File: config.mk
export PLATFORM = sky130hd
export DESIGN_NAME = regfile_mp_sb_flat
export DESIGN_NICKNAME = d
export VERILOG_FILES = /design/src/rtl/regfile_mp_sb_if.sv /design/src/rtl/regfile_mp_sb.sv /design/src/flat_wrapper.sv
export SDC_FILE = /design/constraint.sdc
export NUM_CORES = 2
export LEC_CHECK = 0
export BUFFER_PORTS_ARGS = -buffer_cell sky130_fd_sc_hd__buf_2
export CORE_ASPECT_RATIO = 1.75
export CORE_MARGIN = 2
export CORE_UTILIZATION = 34
export DETAILED_ROUTE_END_ITERATION = 8
export PLACE_DENSITY = 0.53
export SLEW_MARGIN = 25
export SYNTH_ARGS = -nofsm -noshare
export SYNTH_HDL_FRONTEND = slang
export SYNTH_SLANG_ARGS = --single-unit
File: constraint.sdc
create_clock -name clk -period 3.3 [get_ports clk]
set_input_delay 0.825 -clock clk [delete_from_list [all_inputs] [get_ports clk]]
set_output_delay 0.825 -clock clk [all_outputs]
set_load 0.005 [all_outputs]
File: src/rtl/regfile_mp_sb_if.sv
// Register-file access bundle: read ports, write ports, scoreboard and debug tap.
// The master drives addresses and write data; the slave (register file) returns data and busy state.
interface regfile_mp_sb_if #(
    parameter int unsigned DATA_W = 32,
    parameter int unsigned ADDR_W = 5,
    parameter int unsigned NUM_RD = 2,
    parameter int unsigned NUM_WR = 1
);
    localparam int unsigned NUM_REGS = 2 ** ADDR_W;

    logic [NUM_RD*ADDR_W-1:0] rd_addr;
    logic [NUM_RD*DATA_W-1:0] rd_data;
    logic [NUM_RD-1:0]        rd_busy;
    logic [NUM_WR-1:0]        wr_en;
    logic [NUM_WR*ADDR_W-1:0] wr_addr;
    logic [NUM_WR*DATA_W-1:0] wr_data;
    logic                     pend_set;
    logic [ADDR_W-1:0]        pend_addr;
    logic [NUM_REGS-1:0]      busy_vec;
    logic [ADDR_W-1:0]        dbg_addr;
    logic [DATA_W-1:0]        dbg_data;

    modport master (
        output rd_addr, wr_en, wr_addr, wr_data, pend_set, pend_addr, dbg_addr,
        input  rd_data, rd_busy, busy_vec, dbg_data
    );

    modport slave (
        input  rd_addr, wr_en, wr_addr, wr_data, pend_set, pend_addr, dbg_addr,
        output rd_data, rd_busy, busy_vec, dbg_data
    );
endinterface

File: src/rtl/regfile_mp_sb.sv
// Multi-port MIPS register file with r0 hardwired to zero, optional write-to-read bypass,
// per-register pending-write scoreboard and a registered debug tap.
module regfile_mp_sb #(
    parameter int unsigned DATA_W = 32,
    parameter int unsigned ADDR_W = 5,
    parameter int unsigned NUM_RD = 2,
    parameter int unsigned NUM_WR = 1,
    parameter int unsigned BYPASS = 1
) (
    input logic           clk,
    input logic           rst,
    regfile_mp_sb_if.slave bus
);
    localparam int unsigned NUM_REGS = 2 ** ADDR_W;

    logic [DATA_W-1:0]   mem_q [NUM_REGS];
    logic [DATA_W-1:0]   mem_d [NUM_REGS];
    logic [NUM_REGS-1:0] busy_q;
    logic [NUM_REGS-1:0] busy_d;
    logic [DATA_W-1:0]   dbg_q;
    logic [DATA_W-1:0]   dbg_d;

    logic [ADDR_W-1:0] wa     [NUM_WR];
    logic [DATA_W-1:0] wd     [NUM_WR];
    logic [NUM_WR-1:0] wr_act;
    logic [ADDR_W-1:0] ra     [NUM_RD];

    logic [NUM_RD*DATA_W-1:0] rd_data_c;
    logic [NUM_RD-1:0]        rd_busy_c;

    // Unpack the flat port buses; a write is live only when enabled and not aimed at r0.
    for (genvar i = 0; i < int'(NUM_WR); i++) begin : g_wr
        assign wa[i]     = bus.wr_addr[i*ADDR_W +: ADDR_W];
        assign wd[i]     = bus.wr_data[i*DATA_W +: DATA_W];
        assign wr_act[i] = bus.wr_en[i] && (wa[i] != '0);
    end

    for (genvar k = 0; k < int'(NUM_RD); k++) begin : g_rd
        assign ra[k] = bus.rd_addr[k*ADDR_W +: ADDR_W];
    end

    // Next array contents: later write ports overwrite earlier ones on an address clash.
    always_comb begin
        mem_d = mem_q;
        for (int i = 0; i < int'(NUM_WR); i++) begin
            if (wr_act[i]) begin
                mem_d[wa[i]] = wd[i];
            end
        end
    end

    // Scoreboard next state: clears from completing writes, then sets from issue so set wins.
    always_comb begin
        busy_d = busy_q;
        for (int i = 0; i < int'(NUM_WR); i++) begin
            if (wr_act[i]) begin
                busy_d[wa[i]] = 1'b0;
            end
        end
        if (bus.pend_set && (bus.pend_addr != '0)) begin
            busy_d[bus.pend_addr] = 1'b1;
        end
        busy_d[0] = 1'b0;
    end

    // Debug tap samples the array as it stands before this edge's writes.
    always_comb begin
        dbg_d = '0;
        if (bus.dbg_addr != '0) begin
            dbg_d = mem_q[bus.dbg_addr];
        end
    end

    // Combinational read ports with optional forwarding from the highest matching write port.
    always_comb begin
        rd_data_c = '0;
        rd_busy_c = '0;
        for (int k = 0; k < int'(NUM_RD); k++) begin
            if (ra[k] != '0) begin
                rd_data_c[k*DATA_W +: DATA_W] = mem_q[ra[k]];
                rd_busy_c[k]                  = busy_q[ra[k]];
                if (BYPASS != 0) begin
                    for (int i = 0; i < int'(NUM_WR); i++) begin
                        if (wr_act[i] && (wa[i] == ra[k])) begin
                            rd_data_c[k*DATA_W +: DATA_W] = wd[i];
                            rd_busy_c[k]                  = 1'b0;
                        end
                    end
                end
            end
        end
    end

    always_ff @(posedge clk) begin
        if (rst) begin
            mem_q  <= '{default: '0};
            busy_q <= '0;
            dbg_q  <= '0;
        end else begin
            mem_q  <= mem_d;
            busy_q <= busy_d;
            dbg_q  <= dbg_d;
        end
    end

    assign bus.rd_data  = rd_data_c;
    assign bus.rd_busy  = rd_busy_c;
    assign bus.busy_vec = busy_q;
    assign bus.dbg_data = dbg_q;
endmodule
File: src/flat_wrapper.sv
// flat-port wrapper written by rule: the top's interface ports become plain ports
module regfile_mp_sb_flat 
#(
    parameter int unsigned DATA_W = 32,
    parameter int unsigned ADDR_W = 5,
    parameter int unsigned NUM_RD = 2,
    parameter int unsigned NUM_WR = 1,
    parameter int unsigned BYPASS = 1
)
  (clk, rst, bus_rd_addr, bus_wr_en, bus_wr_addr, bus_wr_data, bus_pend_set, bus_pend_addr, bus_dbg_addr, bus_rd_data, bus_rd_busy, bus_busy_vec, bus_dbg_data);
  regfile_mp_sb_if #(.DATA_W(DATA_W), .ADDR_W(ADDR_W), .NUM_RD(NUM_RD), .NUM_WR(NUM_WR)) bus_i ();
  input logic clk;
  input logic rst;
  input wire logic [$bits(bus_i.rd_addr)-1:0] bus_rd_addr;
  input wire logic [$bits(bus_i.wr_en)-1:0] bus_wr_en;
  input wire logic [$bits(bus_i.wr_addr)-1:0] bus_wr_addr;
  input wire logic [$bits(bus_i.wr_data)-1:0] bus_wr_data;
  input wire logic [$bits(bus_i.pend_set)-1:0] bus_pend_set;
  input wire logic [$bits(bus_i.pend_addr)-1:0] bus_pend_addr;
  input wire logic [$bits(bus_i.dbg_addr)-1:0] bus_dbg_addr;
  output wire logic [$bits(bus_i.rd_data)-1:0] bus_rd_data;
  output wire logic [$bits(bus_i.rd_busy)-1:0] bus_rd_busy;
  output wire logic [$bits(bus_i.busy_vec)-1:0] bus_busy_vec;
  output wire logic [$bits(bus_i.dbg_data)-1:0] bus_dbg_data;
  assign bus_i.rd_addr = bus_rd_addr;
  assign bus_i.wr_en = bus_wr_en;
  assign bus_i.wr_addr = bus_wr_addr;
  assign bus_i.wr_data = bus_wr_data;
  assign bus_i.pend_set = bus_pend_set;
  assign bus_i.pend_addr = bus_pend_addr;
  assign bus_i.dbg_addr = bus_dbg_addr;
  assign bus_rd_data = bus_i.rd_data;
  assign bus_rd_busy = bus_i.rd_busy;
  assign bus_busy_vec = bus_i.busy_vec;
  assign bus_dbg_data = bus_i.dbg_data;
  regfile_mp_sb #(.DATA_W(DATA_W), .ADDR_W(ADDR_W), .NUM_RD(NUM_RD), .NUM_WR(NUM_WR), .BYPASS(BYPASS)) u_core (.clk(clk), .rst(rst), .bus(bus_i));
endmodule
; Word level (Yosys, flattened, before mapping)
; Index checks and enable logic that the tools add are counted.
; W data, S select, Z words.
[op_classes]
bitwise_logic = 8
addsub = 0
shifts = 0
eq_ne = 2
order_cmp = 11
n_mux = 30
multipliers = 0
reduce_logical = 13
div = 0
[ops]
columns = cell, n
row1 = $bwmux W1024, 1
row2 = $bmux W32 S5, 3
row3 = $mux W32, 13
row4 = $demux W32 S5, 1
row5 = $and A32 B32 Y32, 1
row6 = $not A32 Y32, 1
row7 = $or A32 B32 Y32, 1
row8 = $reduce_bool A5 Y1, 5
row9 = $ge A6 B6 Y1 const B, 4
row10 = $lt A5 B6 Y1 const B, 4
row11 = $not A5 Y6, 4
row12 = $bmux W1 S5, 2
row13 = $demux W1 S5, 2
row14 = $eq A5 B5 Y1, 2
row15 = $ge A5 B1 Y1 const B, 2
row16 = $mux W1, 8
row17 = $logic_and A1 B1 Y1, 7
row18 = $lt A6 B1 Y1 const B, 1
row19 = $reduce_or A2 Y1, 1
row20 = $not A1 Y1, 1
[word_totals]
memories = 0
ram_bits = 0
out_inout_bits = 130
ff_bits = 1088
elab_cells = 99
latchBits = 0
in_bits = 61
mem_bits_ro = 0

; Logic depth before layout (Yosys ltp)
[logic_depth]
ltp_word = 9
ltp_mapped = 9
mapped_depth_nobuf = 5

; Worst setup path after synthesis
; No wires, ideal clock.
[synth_timing]
path_kind = input to output
from = input port bus_rd_addr[0]
to = output port bus_rd_data[11]
path_buffers = 3
t_required_ns = 2.475
arrival_ns = 2.430
path_stages = 7
path_slack_ns = 0.045
path_cell_list = buf_4 > buf_4 > buf_2 > mux4_2 > o22ai_1 > o21ai_0 > a32o_1
[synth_between]
elab_chain_cells = 6
word_cells_on_any_way = 9
classes_between = eq/ne: 1 / mux: 5 / bitwise: 1 / reduce/logical: 2
[synth_rtl]
columns = item, line
row1 = start: declaration, flat_wrapper.sv:14  ; input wire logic [$bits(bus_i.rd_addr)-1:0] bus_rd_addr;
row2 = $not A5 Y6 (implied by the code), regfile_mp_sb.sv:80  ; rd_data_c[k*DATA_W +: DATA_W] = mem_q[ra[k]];
row3 = $bmux W32 S5, regfile_mp_sb.sv:80
row4 = $mux W32 (implied by the code) (2 in a row), regfile_mp_sb.sv:80
row5 = $mux W32, regfile_mp_sb.sv:84  ; if (wr_act[i] && (wa[i] == ra[k])) begin
row6 = $mux W32 (*), regfile_mp_sb.sv:79  ; if (ra[k] != '0) begin
row7 = end: declaration, flat_wrapper.sv:21  ; output wire logic [$bits(bus_i.rd_data)-1:0] bus_rd_data;
; Every way passes the cells marked *; elsewhere a longest branch is shown, timed or not. The select of a mux whose other input is x is not followed.

; Worst setup path in the final report
[layout_timing]
from = input port bus_wr_addr[0]
to = output port bus_rd_data[40]
[layout_between]
elab_chain_cells = 5
word_cells_on_any_way = 6
classes_between = eq/ne: 1 / mux: 2 / reduce/logical: 3
[layout_rtl]
columns = item, line
row1 = start: declaration, flat_wrapper.sv:16  ; input wire logic [$bits(bus_i.wr_addr)-1:0] bus_wr_addr;
row2 = $reduce_bool A5 Y1, regfile_mp_sb.sv:35  ; assign wr_act[i] = bus.wr_en[i] && (wa[i] != '0);
row3 = $logic_and A1 B1 Y1, regfile_mp_sb.sv:35
row4 = $logic_and A1 B1 Y1 (*), regfile_mp_sb.sv:84
row5 = $mux W32 (*), regfile_mp_sb.sv:84
row6 = $mux W32 (*), regfile_mp_sb.sv:79
; Every way passes the cells marked *; elsewhere a longest branch is shown, timed or not.

==> flow_summary.html <==
<table>
<tr><th>Metric</th><th>Value</th></tr>
<tr><th colspan="2">Run status</th></tr>
<tr><td>Run status</td><td>finished with violations</td></tr>
<tr><td>Failing checks</td><td>design-rule violations, negative setup slack</td></tr>
<tr><th colspan="2">Layout</th></tr>
<tr><td>Net total in the final layout</td><td>7591</td></tr>
<tr><td>Most common library cell in the layout ignoring fill and taps</td><td>sky130_fd_sc_hd__nand2_1</td></tr>
<tr><td>Fraction of final layout cells sized beyond drive strength 1</td><td>32.4%</td></tr>
<tr><td>Layout Area Growth over Synthesis</td><td>29.2%</td></tr>
<tr><td>Final design utilization</td><td>44.3%</td></tr>
<tr><td>Top library cells by usage in the layout, fill and taps aside</td><td>sky130_fd_sc_hd__nand2_1 (2050), sky130_fd_sc_hd__dfxtp_1 (1081), sky130_fd_sc_hd__a21oi_1 (1023)</td></tr>
<tr><th colspan="2">Routing</th></tr>
<tr><td>Drt via density</td><td>6.60</td></tr>
<tr><td>Total Wirelength</td><td>373000 microns</td></tr>
<tr><td>First DRT Iteration DRCs</td><td>9918</td></tr>
<tr><td>Iteration count of the initial detailed-routing pass</td><td>9</td></tr>
<tr><td>Per-cell routed wire length</td><td>37.1 microns</td></tr>
<tr><td>Via total after detailed routing</td><td>66.5k</td></tr>
<tr><td>DRC</td><td>4</td></tr>
<tr><td>Routed Antenna Nets</td><td>0</td></tr>
<tr><th colspan="2">STA</th></tr>
<tr><td>Peak Freq</td><td>0.270 GHz</td></tr>
<tr><td>Slew margin rel.</td><td>10.6%</td></tr>
<tr><td>Unrepaired setup endpoints after global routing</td><td>yes</td></tr>
<tr><td>Fin crit period</td><td>3.70 ns</td></tr>
<tr><td>Portion of the clock cycle consumed by the worst path in the final layout</td><td>112%</td></tr>
<tr><td>Worst clock skew</td><td>0.0302 ns</td></tr>
<tr><td>PnR worst setup slack</td><td>-0.398 ns</td></tr>
<tr><td>Final hold slack</td><td>0.408 ns</td></tr>
<tr><td>Final number of hold-violating endpoints</td><td>0</td></tr>
<tr><td>Setup Viol. Count Final</td><td>66</td></tr>
<tr><td>Worst-margin pin slew</td><td>1.34 ns</td></tr>
<tr><td>Max-slew violation total from the final report</td><td>0</td></tr>
<tr><th colspan="2">Setup path</th></tr>
<tr><td>Setup crit start kind</td><td>input pin</td></tr>
<tr><td>Required time at the endpoint of the critical path</td><td>2.47 ns</td></tr>
<tr><td>Worst reg2reg setup slack</td><td>1.29 ns</td></tr>
<tr><td>Source of the critical timing path</td><td>bus_wr_addr[0]</td></tr>
<tr><td>Capture point of the worst path</td><td>bus_rd_data[40]</td></tr>
<tr><td>Peak fanout along the critical path</td><td>5</td></tr>
<tr><td>Delay of the slowest cell on the worst path</td><td>0.44 ns</td></tr>
<tr><td>Endpoint of the most critical register-to-register path</td><td>u_core.bus.dbg_data[11]</td></tr>
<tr><td>Worst Path Arrival</td><td>2.87 ns</td></tr>
<tr><td>Critical path, cell by cell</td><td>buf_6 -&gt; or2_4 -&gt; o41ai_4 -&gt; buf_4 -&gt; nor4_4 -&gt; buf_12 -&gt; nand2b_4 -&gt; buf_12 -&gt; o41ai_4 -&gt; buf_4 -&gt; buf_6</td></tr>
<tr><td>Critical setup path kind</td><td>in2out</td></tr>
<tr><td>Cell at the slowest stage of the critical path</td><td>sky130_fd_sc_hd__o41ai_4</td></tr>
<tr><td>Depth of the most critical reg-to-reg path</td><td>4</td></tr>
<tr><td>Reg2reg start</td><td>u_core.mem_q[11]</td></tr>
<tr><td>Kind of end point of the critical path</td><td>output pin</td></tr>
<tr><th colspan="2">Synthesis</th></tr>
<tr><td>Xor/xnor share of the synthesized area</td><td>0.138%</td></tr>
<tr><td>Simple-gate portion of the synthesized area</td><td>15.5%</td></tr>
<tr><td>Portion of synthesized cell area occupied by the leading cell type</td><td>34.3%</td></tr>
<tr><td>Area of the mapped netlist</td><td>63500 sq um</td></tr>
<tr><td>Yosys Warn Count</td><td>0</td></tr>
<tr><td>Most instantiated flip-flop cell in the synthesis netlist</td><td>sky130_fd_sc_hd__dfxtp_1</td></tr>
<tr><td>Async set-or-reset flop fraction in the synthesized netlist</td><td>0%</td></tr>
<tr><td>Gate Count Post-Synth</td><td>7036</td></tr>
<tr><td>Post-synthesis mux area share</td><td>28.8%</td></tr>
<tr><td>Sequential area share after synthesis</td><td>34.3%</td></tr>
<tr><td>Syn Nets</td><td>7097</td></tr>
<tr><td>Synth cell types</td><td>68</td></tr>
<tr><td>Post-Synth Adder-Cell Area</td><td>0%</td></tr>
<tr><td>Flip-flop and latch count after synthesis</td><td>1087</td></tr>
<tr><td>Cell types occupying the most area after synthesis</td><td>sky130_fd_sc_hd__dfxtp_1 (34%), sky130_fd_sc_hd__mux4_2 (24%), sky130_fd_sc_hd__nand2_1 (12%)</td></tr>
<tr><td>Post-synth EDFFs</td><td>0</td></tr>
<tr><td>Compound-cell area share of the yosys netlist</td><td>15.3%</td></tr>
<tr><td>Average size of a mapped cell</td><td>9.02 sq um</td></tr>
<tr><td>Cell type with the highest aggregate area in the netlist</td><td>sky130_fd_sc_hd__dfxtp_1</td></tr>
<tr><td>Combinational family with the most area after synthesis</td><td>multiplexers</td></tr>
<tr><th colspan="2">Clock network</th></tr>
<tr><td>Clock latency of the later-clocked register in the worst-skew pair</td><td>0.75 ns</td></tr>
<tr><td>Buffer levels on the longest clock path</td><td>3</td></tr>
<tr><td>Total number of H-tree levels</td><td>3</td></tr>
<tr><td>Clock tree from TritonCTS</td><td>done</td></tr>
<tr><td>Total clock sinks</td><td>1087</td></tr>
<tr><td>Clock-pin slew on the worst setup and hold paths</td><td>0.06 ns</td></tr>
<tr><td>Root Driver</td><td>sky130_fd_sc_hd__clkbuf_16</td></tr>
<tr><td>Hold Buf Count CTS</td><td>0</td></tr>
<tr><td>Clock buffers created by TritonCTS</td><td>107</td></tr>
<tr><th colspan="2">GRT</th></tr>
<tr><td>Met3 Track Usage GR</td><td>12.3%</td></tr>
<tr><td>Met2 Resource Use GR</td><td>55.4%</td></tr>
<tr><td>Vias in the first global route</td><td>62.7k</td></tr>
<tr><td>Global routing usage summed across all routing layers</td><td>37.8%</td></tr>
<tr><td>Overflow left after global routing</td><td>0</td></tr>
<tr><td>Largest net degree at the start of global routing</td><td>205</td></tr>
<tr><td>Met1 track demand over resource in global routing</td><td>42.9%</td></tr>
<tr><td>First-pass GRT wire length</td><td>502000 microns</td></tr>
<tr><td>Antenna violations before repair</td><td>35</td></tr>
<tr><td>GR peak layer</td><td>met2</td></tr>
<tr><th colspan="2">Hold path</th></tr>
<tr><td>Worst Hold Class</td><td>in2reg</td></tr>
<tr><th colspan="2">Floorplan</th></tr>
<tr><td>Width of the die</td><td>331 microns</td></tr>
<tr><td>IO Pins</td><td>191</td></tr>
<tr><td>Die Outline Area</td><td>190000 sq um</td></tr>
<tr><td>Cell row count</td><td>209</td></tr>
<tr><td>Initial Util</td><td>34.2%</td></tr>
<tr><td>Die height</td><td>576 microns</td></tr>
<tr><td>Core ar.</td><td>185000 sq um</td></tr>
<tr><th colspan="2">Placement</th></tr>
<tr><td>Half-perimeter wire length after placement</td><td>239000 microns</td></tr>
<tr><td>Count of buffers inserted at the top-level ports</td><td>189</td></tr>
<tr><td>Final weighted congestion of routability-driven global placement</td><td>0.995</td></tr>
<tr><th colspan="2">Flow run</th></tr>
<tr><td>Max-cap violations</td><td>0</td></tr>
<tr><th colspan="2">Power</th></tr>
<tr><td>Power per unit of standard cell area</td><td>399 nW/um^2</td></tr>
<tr><td>Leakage power of the design</td><td>28.2 nW</td></tr>
<tr><td>Total power after layout</td><td>32.7 mW</td></tr>
<tr><td>IR drop worst, VDD</td><td>422 uV</td></tr>
</table>
synth_stat cells, types with 47 or more instances:
| library cell | instances |
|---|---|
| sky130_fd_sc_hd__clkbuf_1 | 523 |
| sky130_fd_sc_hd__nor2_1 | 170 |
| sky130_fd_sc_hd__inv_1 | 66 |
| sky130_fd_sc_hd__mux2i_1 | 259 |
| sky130_fd_sc_hd__a22oi_1 | 139 |
| sky130_fd_sc_hd__mux4_2 | 687 |
| sky130_fd_sc_hd__dfxtp_1 | 1087 |
| sky130_fd_sc_hd__buf_4 | 57 |
| sky130_fd_sc_hd__buf_2 | 110 |
| sky130_fd_sc_hd__a21oi_1 | 1031 |
| sky130_fd_sc_hd__nor2b_1 | 61 |
| sky130_fd_sc_hd__o22ai_1 | 62 |
| sky130_fd_sc_hd__nand2_1 | 2111 |
| sky130_fd_sc_hd__a32o_1 | 47 |
| sky130_fd_sc_hd__a221oi_1 | 88 |
| sky130_fd_sc_hd__o21ai_0 | 110 |
how the worst min path moves through the flow:
stage	startpoint	endpoint	slack [ns]	cells after the start
after floorplan	u_core.mem_q[1005]	u_core.mem_q[1005]	0.43	1
after global placement	u_core.mem_q[1017]	u_core.mem_q[1017]	0.45	1
after detailed placement	u_core.mem_q[995]	u_core.mem_q[995]	0.45	1
after CTS	bus_wr_data[4]	u_core.mem_q[548]	0.37	3
after global routing	bus_wr_data[4]	u_core.mem_q[548]	0.41	3
final	bus_wr_data[4]	u_core.mem_q[548]	0.41	3
cell families after synthesis:
group / after synthesis
other: 1
flip-flops: 1087
XOR/XNOR: 10
AND/OR/NAND/NOR: 2489
multiplexers: 968
buffers and inverters: 832
AO/OA/AOI/OAI: 1649
worst max-delay path: cells and delay by family:
family	cells	cell delay, ns
AND/OR/NAND/NOR	3	0.51
buffers and inverters	6	0.87
AO/OA/AOI/OAI	2	0.65
flip-flops by register name, summed over array words and instances, names as in the netlist:
name	cells
u_core.bus.dbg_data	32
u_core.bus.busy_vec	31
u_core.mem_q	1024
stage by stage:
stage                     worst slack (ns)  cell area, sq um  TNS [ns]  std cells
final                               -0.398             82000    -17.38      10100
after detailed placement             -1.09             72400    -28.42       9650
after global routing                -0.435             82000    -19.05      10000
after floorplan                     0.0449             63500         0       7036
after global placement               -1.08             72400    -28.85       9650
after CTS                           -0.371             80400    -15.20       9991
layer usage:
layer / wire, microns / part of all wire, % / vias up
met2: 160000 / 43 / 5592
met5: 177 / 0.047 / -
li1: - / - / 26400
met3: 47000 / 13 / 1864
met4: 44000 / 12 / 26
met1: 123000 / 33 / 32600
cell type report:
type	instances	area, sq um
clock buffers	151	3180
fillers	17400	103000
multi-input cells	5117	40300
flip-flops and latches	1087	21800
diodes	20	50.0
repair buffers	1145	12700
inverters	72	283
well taps	2426	3040
clock inverters	44	719
repair_timing:
| item | 4_1_cts | 5_1_grt |
|---|---|---|
| gates cloned | 29 | 10 |
| endpoints found under the hold margin | 0 | 0 |
| pin swaps | 124 | 123 |
| setup buffers | 125 | 69 |
| setup endpoints to repair | 66 | 66 |
| gates resized for setup | 554 | 258 |
where the power goes:
group          internal, mW  switching [mW]
registers              13.2           0.116
clock network          8.10            5.98
logic                  2.15            3.15
Note: power is estimated with default switching activity, not from simulation.
